==> src/rtl/four_to_two_encoder.sv <==
// Registered 4-input priority encoder (d > c > b > a) with valid and
// multiple-request flags, behind IN_STAGES input register stages.
module four_to_two_encoder #(
  parameter int IN_STAGES = 1
) (
  input  logic clk,
  input  logic rst_n,
  input  logic a,
  input  logic b,
  input  logic c,
  input  logic d,
  output logic y1,
  output logic y0,
  output logic v,
  output logic multi
);

  function automatic logic [1:0] encode_idx(input logic [3:0] req);
    logic [1:0] idx;
    casez (req)
      4'b1???: idx = 2'b11;
      4'b01??: idx = 2'b10;
      4'b001?: idx = 2'b01;
      default: idx = 2'b00;
    endcase
    return idx;
  endfunction

  // Clearing the lowest set bit leaves something only if two or more were set.
  function automatic logic multi_hot(input logic [3:0] req);
    return (req & (req - 4'd1)) != 4'd0;
  endfunction

  logic [3:0] staged_s;

  generate
    if (IN_STAGES == 0) begin : g_direct
      assign staged_s = {d, c, b, a};
    end else begin : g_pipe
      logic [3:0] stage_q [IN_STAGES];
      for (genvar g = 0; g < IN_STAGES; g++) begin : g_stage
        logic [3:0] stage_d;
        if (g == 0) begin : g_first
          assign stage_d = {d, c, b, a};
        end else begin : g_next
          assign stage_d = stage_q[g-1];
        end

        // Input delay stage g; reset flushes any in-flight request vector.
        always_ff @(posedge clk or negedge rst_n) begin
          if (!rst_n) begin
            stage_q[g] <= 4'd0;
          end else begin
            stage_q[g] <= stage_d;
          end
        end
      end
      assign staged_s = stage_q[IN_STAGES-1];
    end
  endgenerate

  logic [1:0] y_d;
  logic       v_d;
  logic       multi_d;
  logic [1:0] y_q;
  logic       v_q;
  logic       multi_q;

  // Encode the staged vector.
  always_comb begin
    y_d     = encode_idx(staged_s);
    v_d     = |staged_s;
    multi_d = multi_hot(staged_s);
  end

  // Output register: index and flags always update together.
  always_ff @(posedge clk or negedge rst_n) begin
    if (!rst_n) begin
      y_q     <= 2'b00;
      v_q     <= 1'b0;
      multi_q <= 1'b0;
    end else begin
      y_q     <= y_d;
      v_q     <= v_d;
      multi_q <= multi_d;
    end
  end

  assign y1    = y_q[1];
  assign y0    = y_q[0];
  assign v     = v_q;
  assign multi = multi_q;

endmodule

==> config.mk <==
export PLATFORM = sky130hd
export DESIGN_NAME = four_to_two_encoder
export DESIGN_NICKNAME = d
export VERILOG_FILES = /design/src/rtl/four_to_two_encoder.sv
export SDC_FILE = /design/constraint.sdc
export NUM_CORES = 1
export LEC_CHECK = 0
export CORE_AREA = 8 8 45 47
export DETAILED_ROUTE_END_ITERATION = 8
export DIE_AREA = 0 0 53 55
export GPL_ROUTABILITY_DRIVEN = 0
export SETUP_SLACK_MARGIN = 0.3
export SYNTH_ARGS = -nofsm -noshare
export SYNTH_HDL_FRONTEND = slang
export SYNTH_SLANG_ARGS = --single-unit
==> constraint.sdc <==
create_clock -name clk -period 3.6 [get_ports clk]
set_clock_uncertainty 0.15 [all_clocks]
set_input_delay 0.54 -clock clk [delete_from_list [all_inputs] [get_ports clk]]
set_output_delay 0.54 -clock clk [all_outputs]
set_load 0.02 [all_outputs]
==> results by group <==
Worst setup path
  – Crit path cell chain: clkdlybuf4s50_1
  – Startpoint Class: register
  – Crit-path slowest cell: clkdlybuf4s50_1
  – Slowest cell delay on critical path: around 0.60 ns
  – CP top delay family: buffers and inverters
  – Max FO, Critical Path: 1
  – CP Capture Type: output pin
  – Worst Path Buf+Inv: 1
  – WS Path Type: register to output pin
  – Req. time, crit path: between 2 and 3 ns
  – Critical Path AT: roughly 1.2 ns

Die
  – Die ar.: roughly 3000 sq um
  – # IOs: 10
  – # rows: 14
  – Initial Util: around 18%
  – Total core area: ~1400 sq um
  – Die Y: about 55 um
  – Chip Width: about 53 um

Timing
  – RSZ-0062 raised after global routing: no
  – Final setup vio count: 0
  – Slew @ Worst Pin: about 0.34 ns
  – Final Hold Slack: 0.348 ns
  – Max Fclk: between 0.5 and 0.6 GHz
  – Final Max Tran Viols: 0
  – Final hold violation count: 0
  – Final min period: 1.85 ns
  – Period Utilization, post-route: about half
  – Post-Route Setup TNS: 0 ns
  – Slew headroom: between 70 and 80%

Pwr
  – Max VDD drop: approximately 0.00023 V
  – Pwr per Cell Area: 478 nW/um^2
  – LEAKAGE: 0.000155 uW

Logic synthesis
  – Post-synthesis mux area share: 0%
  – Mean area per synthesized cell: ~16 sq um
  – Post-synth ARST share: 100%
  – Synth Cell Area: around 240 sq um
  – Sequential area share after synthesis: between 80% and 90%
  – Synth Area in XOR/XNOR: 0%
  – Most frequent cell after synthesis: dfrtp_1
  – Area share of fa/ha/maj cells after synthesis: 0%
  – Synth Instances: 15
  – Yosys top cell by area: dfrtp_1
  – Count of cell types in the netlist: 7
  – Synth Area in Simple Gates: ~6.7%
  – Synth top cells by count: dfrtp_1, a211oi_1
  – Synth Area in Compound Gates: a little under a tenth
  – Synthesized Nets: 21
  – Synth warn: 0
  – Number of synthesized flops with an enable pin: 0
  – Synthesis-stage register bit count: 8
  – Largest cells by area after synthesis: dfrtp_1, a211oi_1, a21o_1
  – Top-area cell type share of the netlist area: 82.5%
  – Main combinational cell family by area after synthesis: compound AO/OA/AOI/OAI gates
  – Most used DFF post-synth: dfrtp_1

CTS
  – Worst skew pair latency: around 0.24 ns
  – CTS root buf: clkbuf_4
  – TritonCTS clock tree: yes
  – Post-CTS Resized: 0
  – Clock Sink Count: 8
  – Depth of the CTS H-tree: 1
  – CTS buffer count: 3
  – Max Buffers Root-to-Sink: 2
  – CTS Hold Buffers Added: 0
  – Post-CTS setup buffer count: 0
  – Reg clk slew, reported paths: around 0.05 ns

Finish
  – Share of layout cells above drive strength 1: ~11%
  – N_diodes: 0
  – P&R area growth vs syn: 54.6%
  – Final core occ: between 20% and 30%
  – Nets: 35
  – Non-filler cells, final: 43

Routing
  – DRT Wirelength: between 400 and 500 um
  – Post-route ant nets: 0
  – Starting DRT DRC Count: 0
  – Vias per cell: between 3 and 4
  – DRC: 0
  – Avg WL per Cell: ~9.6 um
  – Via Count: about 160
  – TritonRoute pass-1 iters: 1

Place
  – Buffers added on ports: 9
  – Detailed placer's ending HPWL: approximately 350 um
  – Dpl cells: 40

GRT
  – Largest net degree at the start of global routing: 9
  – GR peak layer: met2
  – GRT Total Usage: under 10%
  – Met3 usage: under 10%
  – Antenna violations before repair: 0
  – First-pass GRT wire length: ~670 um
  – GRT met1 Usage: between 2 and 3%
  – GRT overflow: 0
  – Met2 usage: approximately 5%
  – Vias in the first global route: between 150 and 200

Hold path
  – Hold Crit Class: register to register

Status
  – Outcome: finished clean

Run
  – # Max-Cap Violations: 0
[cell usage in the layout (no fill, tap or decap)]
cell	Yosys	final
clkdlybuf4s50_1	0	9
a21o_1	1	1
nor2_1	1	1
or2_1	1	1
inv_1	1	1
clkbuf_4	0	3
or3_1	1	1
dfrtp_1	8	8
a211oi_1	2	2
[power breakdown]
group	switching [uW]	internal, uW	total [uW]
registers	2.61	94.9	97.5
logic	7.47	10.4	17.9
clock network	26.2	37.9	64.1
[state kept, by name, indices dropped and copies added (netlist names)]
register	count
g_pipe.stage_q	4
y_q	2
multi	1
v	1
[worst reg2reg max path, stage by stage, from the launching register on]
cell,delay [ns]
dfrtp_1,0.40
or2_1,0.24
or3_1,0.30
[cells by family (layout without fill, tap and decap cells)]
| logic type | count (synthesis) | in the layout |
|---|---|---|
| and+or+nand+nor | 3 | 3 |
| buffers and inverters | 1 | 13 |
| AOI/OAI and AO/OA | 3 | 3 |
| DFF | 8 | 8 |
[stage by stage]
stage	cell area, sq um	total power, uW	worst slack (ns)
4_1_cts	375	184	1.73
3_3_place_gp	353	116	2.01
3_5_place_dp	353	117	2.00
6_report	375	179	1.75
2_1_floorplan	243	104	2.43
5_1_grt	375	194	1.68
[routing by layer]
layer	vias up	wire length, um
met3	0	81
met4	0	0
met5	-	0
li1	76	-
met1	69	154
met2	10	175
[final cells by class]
| class | count | area (sq um) |
|---|---|---|
| clock buffers | 3 | 22.5 |
| fillers | 139 | 1010 |
| multi-input cells | 6 | 38.8 |
| flip-flops and latches | 8 | 200 |
| repair buffers | 9 | 90.1 |
| well taps | 16 | 20.0 |
| inverters | 1 | 3.75 |
[worst paths after layout]
check                                  start                 to  slack, ns  cells past startpoint
max                                   y_q[0]                 y0       1.75                      1
min                        g_pipe.stage_q[0]                  v       0.35                      1
max reg2reg                g_pipe.stage_q[3]                  v       2.39                      2
min reg2reg                g_pipe.stage_q[0]                  v       0.35                      1
max in group asynchronous              rst_n  g_pipe.stage_q[0]       2.64                      1
min in group asynchronous              rst_n             y_q[1]       0.41                      1
(Power assumes the default switching activity.)
